===== config.mk =====
export PLATFORM = sky130hd
export DESIGN_NAME = pong_match_engine_flat
export DESIGN_NICKNAME = d
export VERILOG_FILES = /design/src/rtl/pong_match_engine_if.sv /design/src/rtl/pong_match_engine.sv /design/src/flat_wrapper.sv
export SDC_FILE = /design/constraint.sdc
export NUM_CORES = 1
export LEC_CHECK = 0
export ABC_AREA = 1
export BUFFER_PORTS_ARGS = -buffer_cell sky130_fd_sc_hd__buf_2
export CAP_MARGIN = 10
export CORE_ASPECT_RATIO = 0.7
export CORE_MARGIN = 2
export CORE_UTILIZATION = 35
export DETAILED_ROUTE_END_ITERATION = 7
export GPL_TIMING_DRIVEN = 0
export SKIP_LAST_GASP = 1
export SLEW_MARGIN = 30
export SYNTH_ARGS = -nofsm -noshare
export SYNTH_HDL_FRONTEND = slang
export SYNTH_SLANG_ARGS = --single-unit
export TNS_END_PERCENT = 20

===== constraint.sdc =====
create_clock -name clk -period 6.3 [get_ports clk]
set_input_delay 0.945 -clock clk [delete_from_list [all_inputs] [get_ports clk]]
set_output_delay 0.945 -clock clk [all_outputs]
set_load 0.02 [all_outputs]

===== src/rtl/pong_match_engine_if.sv =====
// Signal bundle between the Pong match engine and the rest of the video
// datapath (paddle position logic, renderer, score display).
//
// Parameters must match the ones given to pong_match_engine so that the
// coordinate widths line up:
//   TOTAL_WIDTH, TOTAL_HEIGHT : screen size in pixels (sets the x / y widths)
//   SCORE_WIDTH               : width of each score counter
//
// Signals:
//   start_button  : debounced start level
//   paddle_1_pos  : top y of the left paddle
//   paddle_2_pos  : top y of the right paddle
//   ball_pos_x/y  : top-left corner of the ball
//   score_1/2     : left / right player scores
//   game_state    : 0 IDLE, 1 SERVE, 2 PLAY, 3 POINT, 4 GAME_OVER
//   game_over     : high while in GAME_OVER
//   hit_pulse     : one-clock pulse on a paddle deflection
//   point_pulse   : one-clock pulse when a point is awarded
//
// Modports: master = the match engine, slave = the surrounding datapath.
interface pong_match_engine_if #(
  parameter int TOTAL_WIDTH  = 640,
  parameter int TOTAL_HEIGHT = 480,
  parameter int SCORE_WIDTH  = 4
);
  localparam int W = $clog2(TOTAL_WIDTH + 1);
  localparam int H = $clog2(TOTAL_HEIGHT + 1);

  logic                   start_button;
  logic [H:0]             paddle_1_pos;
  logic [H:0]             paddle_2_pos;
  logic [W:0]             ball_pos_x;
  logic [H:0]             ball_pos_y;
  logic [SCORE_WIDTH-1:0] score_1;
  logic [SCORE_WIDTH-1:0] score_2;
  logic [2:0]             game_state;
  logic                   game_over;
  logic                   hit_pulse;
  logic                   point_pulse;

  modport master (
    input  start_button, paddle_1_pos, paddle_2_pos,
    output ball_pos_x, ball_pos_y, score_1, score_2,
           game_state, game_over, hit_pulse, point_pulse
  );

  modport slave (
    output start_button, paddle_1_pos, paddle_2_pos,
    input  ball_pos_x, ball_pos_y, score_1, score_2,
           game_state, game_over, hit_pulse, point_pulse
  );
endinterface


===== src/rtl/pong_match_engine.sv =====
// Pong ball / match controller: match state machine (idle, serve, play,
// point, game over), per-player scores, win detection and a ball step
// period that shortens on every paddle hit.
//
// Ports:
//   clk : system clock
//   rst : asynchronous, active-low reset
//   bus : pong_match_engine_if.master (start button and paddle heights in;
//         ball position, scores, match state and event pulses out)
//
// Optional build macro SERVE_RANDOM_EN: adds an 8-bit LFSR that randomises
// the serve height and vertical direction. Without it every serve starts at
// (INITIAL_BALL_X, INITIAL_BALL_Y) heading up.
module pong_match_engine #(
  parameter int TOTAL_WIDTH        = 640,
  parameter int TOTAL_HEIGHT       = 480,
  parameter int BORDER_PIXEL_WIDTH = 8,
  parameter int PADDLE_WIDTH       = 8,
  parameter int PADDLE_HEIGHT      = 64,
  parameter int PADDLE_1_X         = 32,
  parameter int PADDLE_2_X         = 600,
  parameter int BALL_SIDE_SIZE     = 8,
  parameter int INITIAL_BALL_X     = 316,
  parameter int INITIAL_BALL_Y     = 236,
  parameter int BASE_STEP_CLOCKS   = 250000,
  parameter int MIN_STEP_CLOCKS    = 50000,
  parameter int STEP_DECREMENT     = 25000,
  parameter int SERVE_DELAY_STEPS  = 60,
  parameter int SCORE_WIDTH        = 4,
  parameter int WIN_SCORE          = 9
) (
  input  logic               clk,
  input  logic               rst,
  pong_match_engine_if.master bus
);
  localparam int XW  = $clog2(TOTAL_WIDTH + 1) + 1;
  localparam int YW  = $clog2(TOTAL_HEIGHT + 1) + 1;
  localparam int PW  = $clog2(BASE_STEP_CLOCKS + 1);
  localparam int SVW = $clog2(SERVE_DELAY_STEPS + 1);

  localparam int LEFT_FACE  = PADDLE_1_X + PADDLE_WIDTH;
  localparam int RIGHT_FACE = PADDLE_2_X - BALL_SIDE_SIZE;
  localparam int LOW_LIMIT  = BORDER_PIXEL_WIDTH;
  localparam int Y_HIGH     = TOTAL_HEIGHT - BORDER_PIXEL_WIDTH - BALL_SIDE_SIZE;
  localparam int X_HIGH     = TOTAL_WIDTH - BORDER_PIXEL_WIDTH - BALL_SIDE_SIZE;

  typedef enum logic [2:0] {
    S_IDLE  = 3'd0,
    S_SERVE = 3'd1,
    S_PLAY  = 3'd2,
    S_POINT = 3'd3,
    S_OVER  = 3'd4
  } state_t;

  state_t                 state_reg, state_next;
  logic [XW-1:0]          x_reg, x_next;
  logic [YW-1:0]          y_reg, y_next;
  logic                   dx_neg_reg, dx_neg_next;   // 1: moving left
  logic                   dy_neg_reg, dy_neg_next;   // 1: moving up
  logic [SCORE_WIDTH-1:0] score_1_reg, score_1_next;
  logic [SCORE_WIDTH-1:0] score_2_reg, score_2_next;
  logic [PW-1:0]          period_reg, period_next;
  logic [PW-1:0]          step_reg, step_next;
  logic [SVW-1:0]         serve_reg, serve_next;
  logic                   hit_reg, hit_next;
  logic                   point_reg, point_next;
  logic                   award_2_reg, award_2_next; // last point went to player 2
  logic                   start_q_reg;

  logic                   start_rise, running, tick, won;
  logic                   hit_left, hit_right;
  logic [YW-1:0]          serve_y;
  logic                   serve_dy_neg;
  logic [PW-1:0]          faster_period;
  int                     cx, cy, p1, p2;

`ifdef SERVE_RANDOM_EN
  logic [7:0] lfsr_reg;

  // Fibonacci LFSR, taps 8,6,5,4
  always_ff @(posedge clk or negedge rst) begin
    if (!rst) lfsr_reg <= 8'h01;
    else      lfsr_reg <= {lfsr_reg[6:0], lfsr_reg[7] ^ lfsr_reg[5] ^ lfsr_reg[4] ^ lfsr_reg[3]};
  end

  assign serve_y      = YW'(INITIAL_BALL_Y + int'(lfsr_reg[3:0]) - 8);
  assign serve_dy_neg = ~lfsr_reg[4];
`else
  assign serve_y      = YW'(INITIAL_BALL_Y);
  assign serve_dy_neg = 1'b1;
`endif

  assign start_rise = bus.start_button & ~start_q_reg;
  assign running    = (state_reg == S_SERVE) || (state_reg == S_PLAY);
  assign tick       = running && (step_reg == period_reg - PW'(1));

  // Candidate position is evaluated signed so the border tests work even
  // when a step would cross zero.
  assign cx = int'(x_reg) + (dx_neg_reg ? -1 : 1);
  assign cy = int'(y_reg) + (dy_neg_reg ? -1 : 1);
  assign p1 = int'(bus.paddle_1_pos);
  assign p2 = int'(bus.paddle_2_pos);

  // Face crossing: the ball was outside the face and this step reaches it.
  assign hit_left  = dx_neg_reg && (int'(x_reg) > LEFT_FACE) && (cx <= LEFT_FACE) &&
                     (cy + BALL_SIDE_SIZE > p1) && (cy < p1 + PADDLE_HEIGHT);
  assign hit_right = !dx_neg_reg && (int'(x_reg) < RIGHT_FACE) && (cx >= RIGHT_FACE) &&
                     (cy + BALL_SIDE_SIZE > p2) && (cy < p2 + PADDLE_HEIGHT);

  assign faster_period = (int'(period_reg) - STEP_DECREMENT >= MIN_STEP_CLOCKS) ?
                         PW'(int'(period_reg) - STEP_DECREMENT) : PW'(MIN_STEP_CLOCKS);

  // Score is bumped on entry to POINT, so POINT only has to compare it.
  assign won = award_2_reg ? (score_2_reg == SCORE_WIDTH'(WIN_SCORE))
                           : (score_1_reg == SCORE_WIDTH'(WIN_SCORE));

  always_comb begin
    state_next   = state_reg;
    x_next       = x_reg;
    y_next       = y_reg;
    dx_neg_next  = dx_neg_reg;
    dy_neg_next  = dy_neg_reg;
    score_1_next = score_1_reg;
    score_2_next = score_2_reg;
    period_next  = period_reg;
    serve_next   = serve_reg;
    award_2_next = award_2_reg;
    hit_next     = 1'b0;
    point_next   = 1'b0;
    // Every state change out of SERVE/PLAY happens on a tick, so wrapping on
    // tick also clears the counter on entry to the next running state.
    step_next    = (running && !tick) ? step_reg + PW'(1) : '0;

    case (state_reg)
      S_IDLE: begin
        if (start_rise) begin
          state_next  = S_SERVE;
          x_next      = XW'(INITIAL_BALL_X);
          y_next      = serve_y;
          dx_neg_next = 1'b1;
          dy_neg_next = serve_dy_neg;
        end
      end

      S_SERVE: begin
        if (tick) begin
          if (int'(serve_reg) + 1 >= SERVE_DELAY_STEPS) begin
            state_next = S_PLAY;
            serve_next = '0;
          end else begin
            serve_next = serve_reg + SVW'(1);
          end
        end
      end

      S_PLAY: begin
        if (tick) begin
          if (cy <= LOW_LIMIT) begin
            y_next      = YW'(LOW_LIMIT);
            dy_neg_next = 1'b0;
          end else if (cy >= Y_HIGH) begin
            y_next      = YW'(Y_HIGH);
            dy_neg_next = 1'b1;
          end else begin
            y_next = YW'(cy);
          end

          if (hit_left) begin
            x_next      = XW'(LEFT_FACE);
            dx_neg_next = 1'b0;
            hit_next    = 1'b1;
            period_next = faster_period;
          end else if (hit_right) begin
            x_next      = XW'(RIGHT_FACE);
            dx_neg_next = 1'b1;
            hit_next    = 1'b1;
            period_next = faster_period;
          end else if (cx <= LOW_LIMIT) begin
            state_next   = S_POINT;
            award_2_next = 1'b1;
            score_2_next = score_2_reg + SCORE_WIDTH'(1);
            point_next   = 1'b1;
          end else if (cx >= X_HIGH) begin
            state_next   = S_POINT;
            award_2_next = 1'b0;
            score_1_next = score_1_reg + SCORE_WIDTH'(1);
            point_next   = 1'b1;
          end else begin
            x_next = XW'(cx);
          end
        end
      end

      S_POINT: begin
        state_next  = won ? S_OVER : S_SERVE;
        x_next      = XW'(INITIAL_BALL_X);
        y_next      = serve_y;
        dy_neg_next = serve_dy_neg;
        // serve toward the player who just conceded
        dx_neg_next = award_2_reg;
        period_next = PW'(BASE_STEP_CLOCKS);
      end

      S_OVER: begin
        if (start_rise) begin
          state_next   = S_SERVE;
          score_1_next = '0;
          score_2_next = '0;
          x_next       = XW'(INITIAL_BALL_X);
          y_next       = serve_y;
          dx_neg_next  = 1'b1;
          dy_neg_next  = serve_dy_neg;
        end
      end

      default: state_next = S_IDLE;
    endcase
  end

  always_ff @(posedge clk or negedge rst) begin
    if (!rst) begin
      state_reg   <= S_IDLE;
      x_reg       <= XW'(INITIAL_BALL_X);
      y_reg       <= YW'(INITIAL_BALL_Y);
      dx_neg_reg  <= 1'b1;
      dy_neg_reg  <= 1'b1;
      score_1_reg <= '0;
      score_2_reg <= '0;
      period_reg  <= PW'(BASE_STEP_CLOCKS);
      step_reg    <= '0;
      serve_reg   <= '0;
      hit_reg     <= 1'b0;
      point_reg   <= 1'b0;
      award_2_reg <= 1'b0;
      start_q_reg <= 1'b0;
    end else begin
      state_reg   <= state_next;
      x_reg       <= x_next;
      y_reg       <= y_next;
      dx_neg_reg  <= dx_neg_next;
      dy_neg_reg  <= dy_neg_next;
      score_1_reg <= score_1_next;
      score_2_reg <= score_2_next;
      period_reg  <= period_next;
      step_reg    <= step_next;
      serve_reg   <= serve_next;
      hit_reg     <= hit_next;
      point_reg   <= point_next;
      award_2_reg <= award_2_next;
      start_q_reg <= bus.start_button;
    end
  end

  assign bus.ball_pos_x  = x_reg;
  assign bus.ball_pos_y  = y_reg;
  assign bus.score_1     = score_1_reg;
  assign bus.score_2     = score_2_reg;
  assign bus.game_state  = state_reg;
  assign bus.game_over   = (state_reg == S_OVER);
  assign bus.hit_pulse   = hit_reg;
  assign bus.point_pulse = point_reg;
endmodule


===== src/flat_wrapper.sv =====
// flat-port wrapper written by rule: the top's interface ports become plain ports
module pong_match_engine_flat 
#(
  parameter int TOTAL_WIDTH        = 640,
  parameter int TOTAL_HEIGHT       = 480,
  parameter int BORDER_PIXEL_WIDTH = 8,
  parameter int PADDLE_WIDTH       = 8,
  parameter int PADDLE_HEIGHT      = 64,
  parameter int PADDLE_1_X         = 32,
  parameter int PADDLE_2_X         = 600,
  parameter int BALL_SIDE_SIZE     = 8,
  parameter int INITIAL_BALL_X     = 316,
  parameter int INITIAL_BALL_Y     = 236,
  parameter int BASE_STEP_CLOCKS   = 250000,
  parameter int MIN_STEP_CLOCKS    = 50000,
  parameter int STEP_DECREMENT     = 25000,
  parameter int SERVE_DELAY_STEPS  = 60,
  parameter int SCORE_WIDTH        = 4,
  parameter int WIN_SCORE          = 9
)
  (clk, rst, bus_start_button, bus_paddle_1_pos, bus_paddle_2_pos, bus_ball_pos_x, bus_ball_pos_y, bus_score_1, bus_score_2, bus_game_state, bus_game_over, bus_hit_pulse, bus_point_pulse);
  pong_match_engine_if #(.TOTAL_WIDTH(TOTAL_WIDTH), .TOTAL_HEIGHT(TOTAL_HEIGHT), .SCORE_WIDTH(SCORE_WIDTH)) bus_i ();
  input  logic clk;
  input  logic rst;
  input wire logic [$bits(bus_i.start_button)-1:0] bus_start_button;
  input wire logic [$bits(bus_i.paddle_1_pos)-1:0] bus_paddle_1_pos;
  input wire logic [$bits(bus_i.paddle_2_pos)-1:0] bus_paddle_2_pos;
  output wire logic [$bits(bus_i.ball_pos_x)-1:0] bus_ball_pos_x;
  output wire logic [$bits(bus_i.ball_pos_y)-1:0] bus_ball_pos_y;
  output wire logic [$bits(bus_i.score_1)-1:0] bus_score_1;
  output wire logic [$bits(bus_i.score_2)-1:0] bus_score_2;
  output wire logic [$bits(bus_i.game_state)-1:0] bus_game_state;
  output wire logic [$bits(bus_i.game_over)-1:0] bus_game_over;
  output wire logic [$bits(bus_i.hit_pulse)-1:0] bus_hit_pulse;
  output wire logic [$bits(bus_i.point_pulse)-1:0] bus_point_pulse;
  assign bus_i.start_button = bus_start_button;
  assign bus_i.paddle_1_pos = bus_paddle_1_pos;
  assign bus_i.paddle_2_pos = bus_paddle_2_pos;
  assign bus_ball_pos_x = bus_i.ball_pos_x;
  assign bus_ball_pos_y = bus_i.ball_pos_y;
  assign bus_score_1 = bus_i.score_1;
  assign bus_score_2 = bus_i.score_2;
  assign bus_game_state = bus_i.game_state;
  assign bus_game_over = bus_i.game_over;
  assign bus_hit_pulse = bus_i.hit_pulse;
  assign bus_point_pulse = bus_i.point_pulse;
  pong_match_engine #(.TOTAL_WIDTH(TOTAL_WIDTH), .TOTAL_HEIGHT(TOTAL_HEIGHT), .BORDER_PIXEL_WIDTH(BORDER_PIXEL_WIDTH), .PADDLE_WIDTH(PADDLE_WIDTH), .PADDLE_HEIGHT(PADDLE_HEIGHT), .PADDLE_1_X(PADDLE_1_X), .PADDLE_2_X(PADDLE_2_X), .BALL_SIDE_SIZE(BALL_SIDE_SIZE), .INITIAL_BALL_X(INITIAL_BALL_X), .INITIAL_BALL_Y(INITIAL_BALL_Y), .BASE_STEP_CLOCKS(BASE_STEP_CLOCKS), .MIN_STEP_CLOCKS(MIN_STEP_CLOCKS), .STEP_DECREMENT(STEP_DECREMENT), .SERVE_DELAY_STEPS(SERVE_DELAY_STEPS), .SCORE_WIDTH(SCORE_WIDTH), .WIN_SCORE(WIN_SCORE)) u_core (.clk(clk), .rst(rst), .bus(bus_i));
endmodule

-- Word level (Yosys, flattened, before mapping)
Index checks and enable logic that the tools add are counted.
- flip-flop bits (word level): 80
- input port bits: 23
- logic and storage cells: 160
- output and inout port bits: 35
- equal/unequal tests: 22
- add/subtract/negate cells: 12
- bitwise logic cells: 4
- muxes and demuxes: 65
- reductions and logical operators: 29
- order comparisons: 14
- operators with widths (operator ; count):
    $mux W18 ; 5
    $mux W11 ; 6
    $ge A32 B11 Y1 const B ; 2
    $gt A32 B11 Y1 ; 2
    $le A32 B5 Y1 const B ; 2
    $lt A32 B32 Y1 ; 2
    $mux W32 ; 2
    $mux W10 ; 4
    $mux W4 ; 10
    $pmux W18 S2 ; 1
    $pmux W11 S3 ; 1
    $add A11 B32 Y32 ; 1
    $add A12 B32 Y32 ; 1
    $add A32 B5 Y32 const B ; 1
    $ge A32 B10 Y1 const B ; 1
    $ge A32 B17 Y1 const B ; 1
    $ge A32 B7 Y1 const B ; 1
    $le A32 B7 Y1 const B ; 1
    $pmux W10 S3 ; 1
    $mux W3 ; 9
    $add A10 B7 Y11 const B ; 2
    $mux W1 ; 20
    $sub A18 B15 Y19 const B ; 1
    $add A18 B1 Y18 const B ; 1
    other kinds (35) ; 68

-- Logic depth before layout (Yosys ltp)
Gate-level depths: netlist of the first run.
- depth in word-level cells: 10
- gate-level depth with buffers: 29

-- Worst setup path before layout of the first run
OpenSTA, ideal clock, no wires.
- path kind: reg-to-reg
- start: register u_core.dy_neg_reg
- end: register u_core.period_reg[3]
- library setup time: 122 ps
- path buffers: 1
- path slack: 2296 ps
- required time: 6178 ps
- data arrival time: 3882 ps
- cell stages (with the launch flop): 27
- path through: dfstp_2 ha_1 nand2_1 nand3_1 nand2_1 nand2_1 inv_1 ha_1 inv_1 nor3_4 xor2_1 inv_1 ha_1 nand2_1 nor2_1 o21ai_0 o211ai_1 nand2_1 a32oi_1 nor2_1 nand3_1 nand3_4 nand3_4 nand2_4 inv_4 buf_6 o21ai_2
- word-level cells in the longest chain between the ends: 9
- RTL lines (element ; RTL line ; source):
    from (decl) ; pong_match_engine.sv:59 ; logic dy_neg_reg, dy_neg_next;
    from (signal assigned) ; pong_match_engine.sv:241 ; dy_neg_reg <= dy_neg_next;
    $mux W32 * ; pong_match_engine.sv:100 ; assign cy = int'(y_reg) + (dy_neg_reg ? -1 : 1);
    $add A11 B32 Y32 * ; pong_match_engine.sv:100 ;
    $add A32 B5 Y32 ; pong_match_engine.sv:106, pong_match_engine.sv:108 ;
    $gt A32 B11 Y1 ; pong_match_engine.sv:106 ; (cy + BALL_SIDE_SIZE > p1) && (cy < p1 + PADDLE_HEIGHT);
    $logic_and A1 B1 Y1 ; pong_match_engine.sv:105 ; assign hit_left = dx_neg_reg && (int'(x_reg) > LEFT_FACE) && (cx <= LEFT_FACE) &&
    $logic_and A1 B1 Y1 ; pong_match_engine.sv:106 ;
    $mux W18 ; pong_match_engine.sv:168 ; if (hit_left) begin
    $mux W18 ; pong_match_engine.sv:157 ; if (tick) begin
    $pmux W18 S2 ; pong_match_engine.sv:134 ; case (state_reg)
    to (signal assigned) ; pong_match_engine.sv:229 ; period_reg <= PW'(BASE_STEP_CLOCKS);
    to (signal assigned) ; pong_match_engine.sv:244 ; period_reg <= period_next;
    to (decl) ; pong_match_engine.sv:62 ; logic [PW-1:0] period_reg, period_next;
Every way passes the cells marked *; elsewhere a longest branch is shown, timed or not. The select of a mux whose other input is x is not followed.
A chain may end at the register's enable or synchronous reset.

-- Worst setup path after layout of the first run
- start: register u_core.dy_neg_reg
- end: register u_core.x_reg[6], in the netlist u_core.bus.ball_pos_x[6]
- word-level cells in the longest chain between the ends: 10
- RTL lines (element ; RTL line ; source):
    $mux W32 * ; pong_match_engine.sv:100 ;
    $add A11 B32 Y32 * ; pong_match_engine.sv:100 ;
    $add A32 B5 Y32 ; pong_match_engine.sv:106, pong_match_engine.sv:108 ;
    $gt A32 B11 Y1 ; pong_match_engine.sv:108 ; (cy + BALL_SIDE_SIZE > p2) && (cy < p2 + PADDLE_HEIGHT);
    $logic_and A1 B1 Y1 ; pong_match_engine.sv:107 ; assign hit_right = !dx_neg_reg && (int'(x_reg) < RIGHT_FACE) && (cx >= RIGHT_FACE) &&
    $logic_and A1 B1 Y1 ; pong_match_engine.sv:108 ;
    $mux W11 ; pong_match_engine.sv:173 ; end else if (hit_right) begin
    $mux W11 ; pong_match_engine.sv:168 ;
    $mux W11 ; pong_match_engine.sv:157 ;
    $pmux W11 S3 ; pong_match_engine.sv:134 ;
    to (signal assigned) ; pong_match_engine.sv:223 ; x_reg <= XW'(INITIAL_BALL_X);
    to (signal assigned) ; pong_match_engine.sv:238 ; x_reg <= x_next;
    to (decl) ; pong_match_engine.sv:56 ; logic [XW-1:0] x_reg, x_next;
Marked as above.

==> flow_summary.json, run 1 <==
{
  "row_count": 47,
  "cp_data_required_time_ns": 6.58,
  "use_met2_pct": 25.10,
  "period_share_pct": 84.54,
  "grt_pass1_wl_um": 37080,
  "overflow": 0,
  "cp_max_fo": 25,
  "synth_most_common_cell": "nand2_1",
  "hold_viol": 0,
  "ys_types": 58,
  "hp-class": "in -> async",
  "status": "finished, final reports clean",
  "h-tree-depth": 3,
  "wl_um": 22410,
  "cts_buffers": 9,
  "clk-insertion-delay-late_ns": 0.35,
  "grt_usage_pct": 18.27,
  "dieHeight_um": 132.7,
  "num_vias": 8107,
  "pre_cts_ws_ns": 1.101,
  "wl_per_cell_um": 13.76,
  "maxCapViolCount": 0,
  "antenna_found_initial": 0,
  "use_met3_pct": 3.395,
  "synth_edf_count": 0,
  "yosys.area.top_type": "dfrtp_1",
  "cts_tree": "done",
  "timing.final.ws_setup_ns": 0.9740,
  "start_util_pct": 35.30,
  "met1_usage_pct": 29.30,
  "syn_nets": 1341,
  "antenna_cells": 0,
  "die_x_um": 187.9,
  "worstPathArrival_ns": 5.60,
  "clkSinkCount": 77,
  "finalSetupViolations": 0,
  "place_hpwl_um": 18200,
  "period_needed_ns": 5.326,
  "finalSetupTns_ns": 0,
  "cts_resized": 0,
  "clkTransAtPathRegs_ns": 0.07,
  "slew_violations": 0,
  "drive_above_1_share_pct": 12.90,
  "vias_per_cell": 4.980,
  "largest_register_ffs": 18,
  "critPathKind": "reg -> reg",
  "synth-main-ff-cell": "dfrtp_1",
  "cp-startpoint": "u_core.dy_neg_reg",
  "yosysTopAreaCellShare_pct": 17.52,
  "core_mm2": 0.02346,
  "initialDrtViolationCount": 705,
  "crit_path_end_kind": "flip-flop",
  "die_area_mm2": 0.02493,
  "nets": 1410,
  "grt_setup_unrepaired": "no",
  "tightest_slew_ns": 0.8485,
  "yosysWarnings": 0,
  "syn_to_final_growth_pct": 12.13,
  "antenna_left": 0,
  "root_buffer": "clkbuf_16",
  "ys_ff_latch": 77,
  "slew_headroom_pct": 43.00,
  "ys_seq_area_share_pct": 23.55,
  "postSynthAreaPerCell_um2": 6.701,
  "cts_buffer_depth": 2,
  "ctsHoldBuffers": 0,
  "io_pins": 58,
  "grt_busiest_layer": "met1",
  "r2r_start": "u_core.dy_neg_reg",
  "netlist_top_cells_area": "dfrtp_1 18%, nand2_1 14%, ha_1 12%",
  "grt_pass1_vias": 7216,
  "post-route-drc-count": 0,
  "grt_max_degree": 54,
  "syn_area_mm2": 0.008283,
  "finalClockSkew_ns": 0.01371,
  "io_buffers": 57,
  "clock.fmax_mhz": 187.8,
  "start_kind": "flip-flop",
  "postCtsSetupRepairBufs": 0,
  "yosys-top-cells-count": "306 x nand2_1, 178 x inv_1, 137 x nor2_1",
  "dr.pass1.iters": 5,
  "gp_congestion": 0.8978,
  "syn_inst": 1236,
  "synthArstFlopShare_pct": 100.0
}
==> metrics by stage <==
step	utilization, %	area, um2	cells	hold slack (ns)
after global placement	38.21	8966	1611	0.4571
after global routing	39.58	9288	1628	0.4672
final	39.58	9288	1628	0.4531
after floorplan	-	8283	1236	0.4329
after detailed placement	38.36	9000	1612	0.4710
after CTS	39.58	9288	1628	0.4561
==> area by class of cell <==
type / count / area [um2]
multi-input combinational: 965 / 5573
clock buffer: 12 / 236.5
sequential: 77 / 1951
inverter: 184 / 693.2
timing repair buffer: 58 / 319.1
buffer: 10 / 66.31
fill: 2492 / 14180
tap: 318 / 397.9
clock inverter: 4 / 51.30
==> placed cells by master (no fill, tap or decap), drive strengths merged, types with 2 or more instances in the layout <==
cell type / count
inv: 184
xnor2: 7
nor3: 35
dfstp: 19
clkinv: 2
clkbuf: 15
nor3b: 8
o21ai: 53
a21oi: 54
nand3: 108
xor2: 51
ha: 80
a31oi: 2
dfrtp: 58
nand3b: 4
nor4: 9
o31ai: 2
o31a: 2
nor2: 149
o211ai: 3
or2: 3
fa: 2
o21bai: 4
a21o: 3
buf: 65
nand4: 40
o21a: 2
nand2: 328
and3: 4
==> metal layers <==
layer	share of wire, %	wire length, um
met1	54	12080
met2	39	8714
met5	0	0
met4	0.90	202
met3	6.3	1410
==> cells by family (layout without fill, tap and decap cells) <==
| family | after synthesis | count (layout) | synth area share [%] |
|---|---|---|---|
| and+or+nand+nor | 689 | 689 | 38.63 |
| buffers and inverters | 194 | 268 | 9.169 |
| adders and majority gates | 82 | 82 | 12.57 |
| DFF | 77 | 77 | 23.55 |
| xor gates and xnor gates | 58 | 58 | 6.133 |
| AOI/OAI and AO/OA | 136 | 136 | 9.955 |
==> critical path: stages (launching register included) <==
cell      delay (ns)
dfstp_2         0.90
ha_1            0.40
nand2_1         0.13
nand3_1         0.17
nand2_1         0.10
nand2_1         0.18
inv_1           0.26
ha_1            0.19
inv_1           0.10
nor3_4          0.31
xor2_1          0.25
inv_1           0.11
ha_1            0.30
nand2_1         0.07
nor2_1          0.13
o21ai_0         0.10
o211ai_1        0.09
nand2_1         0.07
a32oi_1         0.27
nor2_1          0.16
nand3_1         0.14
nand3_4         0.16
nand4_2         0.18
buf_4           0.21
nand3_1         0.15
nand2_1         0.11
==> path summary, 6_finish.rpt <==
check                      cells past startpoint  slack [ns]                   endpoint
max reg2reg                                   25        0.97   u_core.bus.ball_pos_x[6]
max                                           25        0.97   u_core.bus.ball_pos_x[6]
min in group clk                               2        0.48   u_core.bus.ball_pos_y[6]
max in group asynchronous                      2        5.24   u_core.bus.ball_pos_y[2]
min                                            1        0.45  u_core.bus.ball_pos_x[10]
min reg2reg                                    2        0.48   u_core.bus.ball_pos_y[6]
Power of run 1 is left out: the tool's default activity adds up to more than one toggle a clock period on the data nets, which glitch-free logic cannot reach.
==> run 2: changes to the inputs <==
- ABC_AREA: 1 -> 0
- clock period: 6.3 -> 5.1 ns (I/O delays scaled with it)
==> run 2 against run 1 <==
The run now ends with negative setup slack left. Global-route usage rose by 1.6 points. Routed wire length is 6.5% higher. Design area increased by 3.6%.
==> flow_summary.json, run 2 <==
{
  "status": "finished, violations left",
  "violations": "negative setup slack",
  "final_common_cell": "nor2_1",
  "io_buffers": 57,
  "grt_busiest_layer": "met1",
  "nets": 1183,
  "root_buffer": "clkbuf_16",
  "overflow": 0,
  "grt_pass1_wl_um": 37800,
  "cp_data_required_time_ns": 5.38,
  "yosys.area.top_type": "dfrtp_1",
  "die_area_mm2": 0.02377,
  "initialDrtViolationCount": 618,
  "syn_inst": 973,
  "ys_types": 92,
  "clk-insertion-delay-late_ns": 0.35,
  "cts_tree": "done",
  "synthArstFlopShare_pct": 100.0,
  "ys_seq_area_share_pct": 24.74,
  "die_x_um": 183.4,
  "clkTransAtPathRegs_ns": 0.07,
  "clkSinkCount": 77,
  "num_vias": 7764,
  "met1_usage_pct": 32.52,
  "yosys-top-cells-count": "87 x nor2_1, 80 x ha_1, 79 x nand2_1",
  "vias_per_cell": 5.688,
  "cts_buffer_depth": 2,
  "dr.pass1.iters": 7,
  "grt_usage_pct": 19.89,
  "wl_um": 23870,
  "layout.cells.non_filler": 1365,
  "crit_path_end_kind": "flip-flop",
  "netlist_top_cells_area": "dfrtp_1 18%, ha_1 13%, dfstp_2 6.3%",
  "layout_common_cells": "83 x nor2_1, 77 x nand2_1, 70 x ha_1, 64 x inv_1, 61 x o21ai_0",
  "slew_violations": 0,
  "cellPowerDensity_mw_per_mm2": 136.8,
  "hold_viol": 0,
  "syn_to_final_growth_pct": 22.02,
  "postSynthAreaPerCell_um2": 8.104,
  "use_met2_pct": 27.06,
  "power_leakage_nw": 4.329,
  "synth_edf_count": 0,
  "ctsHoldBuffers": 0,
  "maxCapViolCount": 0,
  "grt_pass1_vias": 7004,
  "antenna_left": 0,
  "largest_register_ffs": 18,
  "yosysWarnings": 0,
  "critPathKind": "reg -> reg",
  "synth-main-ff-cell": "dfrtp_1",
  "syn_area_mm2": 0.007885,
  "yosysTopAreaCellShare_pct": 18.41,
  "start_kind": "flip-flop",
  "use_met3_pct": 3.176,
  "cts_buffers": 9,
  "io_pins": 58,
  "drive_above_1_share_pct": 20.31,
  "grt_max_degree": 65,
  "clock.fmax_mhz": 192.4,
  "post-route-drc-count": 0,
  "max-vdd-ir-drop_uv": 114.8,
  "tightest_slew_ns": 1.261,
  "cp_max_fo": 8,
  "finalSetupViolations": 24,
  "antenna_cells": 0,
  "wl_per_cell_um": 17.49,
  "period_needed_ns": 5.198,
  "timing.final.ws_setup_ns": -0.09788,
  "synth_most_common_cell": "nor2_1",
  "worstPathArrival_ns": 5.48,
  "syn_nets": 1078,
  "start_util_pct": 36.00,
  "slew_headroom_pct": 15.06,
  "finalClockSkew_ns": 0.01460,
  "h-tree-depth": 3,
  "hp-class": "in -> async",
  "place_hpwl_um": 17720,
  "antenna_found_initial": 0,
  "dieHeight_um": 129.6,
  "grt_setup_unrepaired": "yes",
  "dp.cells": 1313,
  "core_mm2": 0.02190,
  "gp_congestion": 0.8699,
  "row_count": 45,
  "ys_ff_latch": 77,
  "utilization_pct": 43.93,
  "period_share_pct": 101.9
}
## run 2: changes by cell type after synthesis, moves of 18 or more
cell	previous run	this run
nand2_1	306	79
inv_1	178	64
nand3_1	100	38
nor2_1	137	87
xnor2_1	7	42
o21ai_0	39	68
xor2_1	51	23
nand4_1	37	16
a21o_1	3	22
clkbuf_1	3	22
nand2_2	19	1
## run 2: logic make-up after synthesis
| group | Yosys count | synth area share, % |
|---|---|---|
| mux | 14 | 1.920 |
| buf+inv | 91 | 4.459 |
| flops | 77 | 24.74 |
| simple gates | 357 | 23.07 |
| compound gates | 287 | 25.39 |
| fa+ha+maj | 82 | 13.20 |
| xor+xnor | 65 | 7.220 |
## run 2: per-stage QoR
| step | hold WS, ns | area (um2) | TNS (ns) | worst slack (ns) | power, mW |
|---|---|---|---|---|---|
| after floorplan | 0.4694 | 7921 | 0 | 0.007298 | 0.6541 |
| after global placement | 0.4939 | 8559 | -31.18 | -1.149 | 0.6864 |
| after detailed placement | 0.4960 | 8598 | -30.37 | -1.106 | 0.6907 |
| after CTS | 0.2289 | 9343 | -0.5244 | -0.06898 | 1.326 |
| after global routing | 0.2296 | 9622 | -6.887 | -0.2658 | 1.356 |
| final | 0.2292 | 9622 | -1.110 | -0.09788 | 1.316 |
## run 2: layout make-up
| type | count | area (um2) |
|---|---|---|
| plain buffers | 26 | 120.1 |
| clock inverters | 7 | 65.06 |
| inverters | 64 | 240.2 |
| fillers | 2148 | 12280 |
| repair buffers | 95 | 609.3 |
| multi-input cells | 805 | 6050 |
| flip-flops and latches | 77 | 1959 |
| well taps | 282 | 352.8 |
| clock buffers | 9 | 225.2 |
## run 2: layer usage
| layer | up-vias | part of all wire [%] | wire length, um |
|---|---|---|---|
| li1 | 3795 | - | - |
| met2 | 230 | 39 | 9429 |
| met5 | - | 0 | 0 |
| met1 | 3726 | 54 | 12820 |
| met4 | 0 | 0.58 | 138 |
| met3 | 13 | 6.2 | 1486 |
## run 2: report_power, final
part | internal, mW | switching [mW]
Sequential | 0.612 | 0.0000670
Clock | 0.342 | 0.292
Combinational | 0.0273 | 0.0431
## run 2: worst paths after layout
check	start	end	slack, ns	cells after the start
max	u_core.dy_neg_reg	u_core.bus.score_1[1]	-0.1	19
min	rst	u_core.bus.ball_pos_y[9]	0.23	1
max reg2reg	u_core.dy_neg_reg	u_core.bus.score_1[1]	-0.1	19
min reg2reg	u_core.bus.ball_pos_x[2]	u_core.bus.ball_pos_x[2]	0.52	2
max in group asynchronous	rst	u_core.bus.ball_pos_y[7]	4.26	2
min in group clk	u_core.bus.ball_pos_x[2]	u_core.bus.ball_pos_x[2]	0.52	2
## run 2: worst max-delay path: stages (launching register included)
cell and delay [ns]:
dfstp_4 0.72, ha_4 0.23, a211o_4 0.36, a21oi_4 0.21, o31ai_4 0.12, a21oi_2 0.24
ha_4 0.25, or4_4 0.50, nor3_4 0.18, nand2_2 0.11, buf_6 0.13, a2111oi_4 0.31
xnor2_1 0.18, a31oi_2 0.16, nor3_2 0.28, a22oi_2 0.15, or3_4 0.43, buf_8 0.15
mux2_4 0.29, o22ai_2 0.13
## run 2: repair_timing
item | 4_1_cts | 5_1_grt
endpoints found under the setup margin | 39 | 43
buffers inserted | 24 | 13
gates cloned | 0 | 0
pin swaps | 23 | 27
gates resized for setup | 53 | 41
(Power assumes the default switching activity.)
==> run 3: changes to the inputs <==
- ABC_AREA: 0 -> 1
==> run 3 against run 2 <==
The flow now finishes without violations. Sequential cell count stayed put. Clock-buffer cell count is 3 higher. Global-route usage is 1.6 points lower. Critical path type unchanged. Largest cell class unchanged.
==> flow_summary.json, run 3 (synthesis results as in run 1) <==
{
  "status": "finished, final reports clean",
  "dr.pass1.iters": 5,
  "vias_per_cell": 4.991,
  "grt_setup_unrepaired": "no",
  "wl_per_cell_um": 13.80,
  "final_common_cell": "nand2_1",
  "worstPathArrival_ns": 5.04,
  "period_share_pct": 93.37,
  "num_vias": 8151,
  "cts_tree": "done",
  "cp-startpoint": "u_core.dy_neg_reg",
  "place_hpwl_um": 18200,
  "period_needed_ns": 4.762,
  "clk-insertion-delay-late_ns": 0.34,
  "cp_data_required_time_ns": 5.38,
  "nets": 1415,
  "initialDrtViolationCount": 677,
  "core_mm2": 0.02346,
  "layout_common_cells": "306 x nand2_1, 177 x inv_1, 136 x nor2_1, 100 x nand3_1, 80 x ha_1",
  "start_util_pct": 35.30,
  "dr_wl_met3_um": 1391,
  "critPathKind": "reg -> reg",
  "clkSinkCount": 77,
  "grt_pass1_vias": 7216,
  "hp-class": "in -> async",
  "slew_violations": 0,
  "worstRegToRegCells": 27,
  "cp_max_fo": 14,
  "clkTransAtPathRegs_ns": 0.06,
  "gp_congestion": 0.8978,
  "r2r_slack_ns": 0.34,
  "grt_pass1_wl_um": 37080,
  "grt_max_degree": 54,
  "die_x_um": 187.9,
  "post-route-drc-count": 0,
  "tightest_slew_ns": 0.8418,
  "finalSetupViolations": 0,
  "drive_above_1_share_pct": 13.61,
  "syn_to_final_growth_pct": 13.05,
  "start_kind": "flip-flop",
  "dieHeight_um": 132.7,
  "r2r-end": "u_core.bus.score_1[0]",
  "r2r_start": "u_core.dy_neg_reg",
  "grt_usage_pct": 18.27,
  "m1WireLength_um": 12140,
  "io_buffers": 57,
  "clock.fmax_mhz": 210.0,
  "maxCapViolCount": 0,
  "row_count": 47,
  "layout.cells.non_filler": 1633,
  "root_buffer": "clkbuf_16",
  "finalSetupTns_ns": 0,
  "cts_buffers": 9,
  "postPlaceCellArea_mm2": 0.009000,
  "finalClockSkew_ns": 0.01094,
  "antenna_cells": 0,
  "timing.final.ws_setup_ns": 0.3381,
  "postLayoutCellArea_mm2": 0.009364,
  "largest_register_ffs": 18,
  "wl_um": 22540,
  "wl_met2_um": 8806,
  "dp.cells": 1612,
  "overflow": 0,
  "h-tree-depth": 3,
  "antenna_left": 0,
  "hold_viol": 0,
  "ctsHoldBuffers": 0,
  "antenna_found_initial": 0,
  "crit_path_end_kind": "flip-flop",
  "slew_headroom_pct": 43.45,
  "crit_end": "u_core.bus.score_1[0]",
  "dr.max_layer_used": "met4",
  "die_area_mm2": 0.02493,
  "cts_buffer_depth": 2,
  "io_pins": 58,
  "pre_cts_ws_ns": -0.09933
}
-- run 3: changes by cell type in the layout (fill, tap and decap cells not counted), moves of 16 or more --
cell	change
a21o_1	-19
buf_4	-29
inv_1	+113
nand2_1	+229
nand2_2	+16
nand3_1	+63
nand4_1	+21
nor2_1	+53
o21ai_0	-22
xnor2_1	-34
xor2_1	+28
-- run 3: how the worst min path moves through the flow --
stage | to | slack, ns | cells after the start
after global routing | u_core.serve_reg[4] | 0.29 | 1
after global placement | u_core.step_reg[0] | 0.46 | 1
after detailed placement | u_core.step_reg[0] | 0.47 | 1
final | u_core.bus.ball_pos_x[0] | 0.28 | 1
after CTS | u_core.bus.ball_pos_x[1] | 0.28 | 1
after floorplan | u_core.step_reg[0] | 0.43 | 1
-- run 3: final cells by class --
class                           count  area (um2)
Fill cell                        2489       14100
Multi-Input combinational cell    965        5589
Sequential cell                    77        1954
Inverter                          184       693.2
Tap cell                          318       397.9
Timing Repair Buffer               63       375.4
Clock buffer                       12       236.5
Buffer                             10       66.31
Clock inverter                      4       51.30
-- run 3: worst max-delay path, cell delays in order, from the launching register on --
cell and delay, ns:
dfstp_4 0.74, ha_1 0.33, nand2_1 0.13, nand3_1 0.17
nand2_1 0.10, nand2_1 0.19, inv_2 0.16, ha_1 0.15
inv_1 0.10, nor3_4 0.15, xor2_1 0.24, inv_1 0.11
ha_1 0.30, nand2_1 0.07, nor2_1 0.13, o21ai_0 0.10
o211ai_1 0.09, nand2_1 0.07, a32oi_1 0.30, nor2_2 0.12
nand3_1 0.13, nand3_4 0.16, nor2_1 0.24, nor2_4 0.07
buf_12 0.15, nand3_4 0.07, nand2_1 0.06, nand2_1 0.06
-- run 3: repair_timing --
action	CTS	global route
endpoints found under the setup margin	32	39
gates resized for setup	2	4
setup buffers	0	5
pin swaps	0	2
-- run 3: stage by stage --
stage          util, %  hold WS, ns
3_3_place_gp     38.21       0.4571
6_report         39.91       0.2771
5_1_grt          39.91       0.2872
2_1_floorplan        -       0.4329
4_1_cts          39.60       0.2761
3_5_place_dp     38.36       0.4710
-- run 3: metal layers --
| metal | vias up | track usage [%] |
|---|---|---|
| met5 | - | 0 |
| met4 | 0 | 3.018 |
| met3 | 14 | 3.395 |
| met2 | 220 | 25.10 |
| met1 | 3707 | 29.30 |
| li1 | 4210 | - |
Power of run 3 is left out for the same reason.
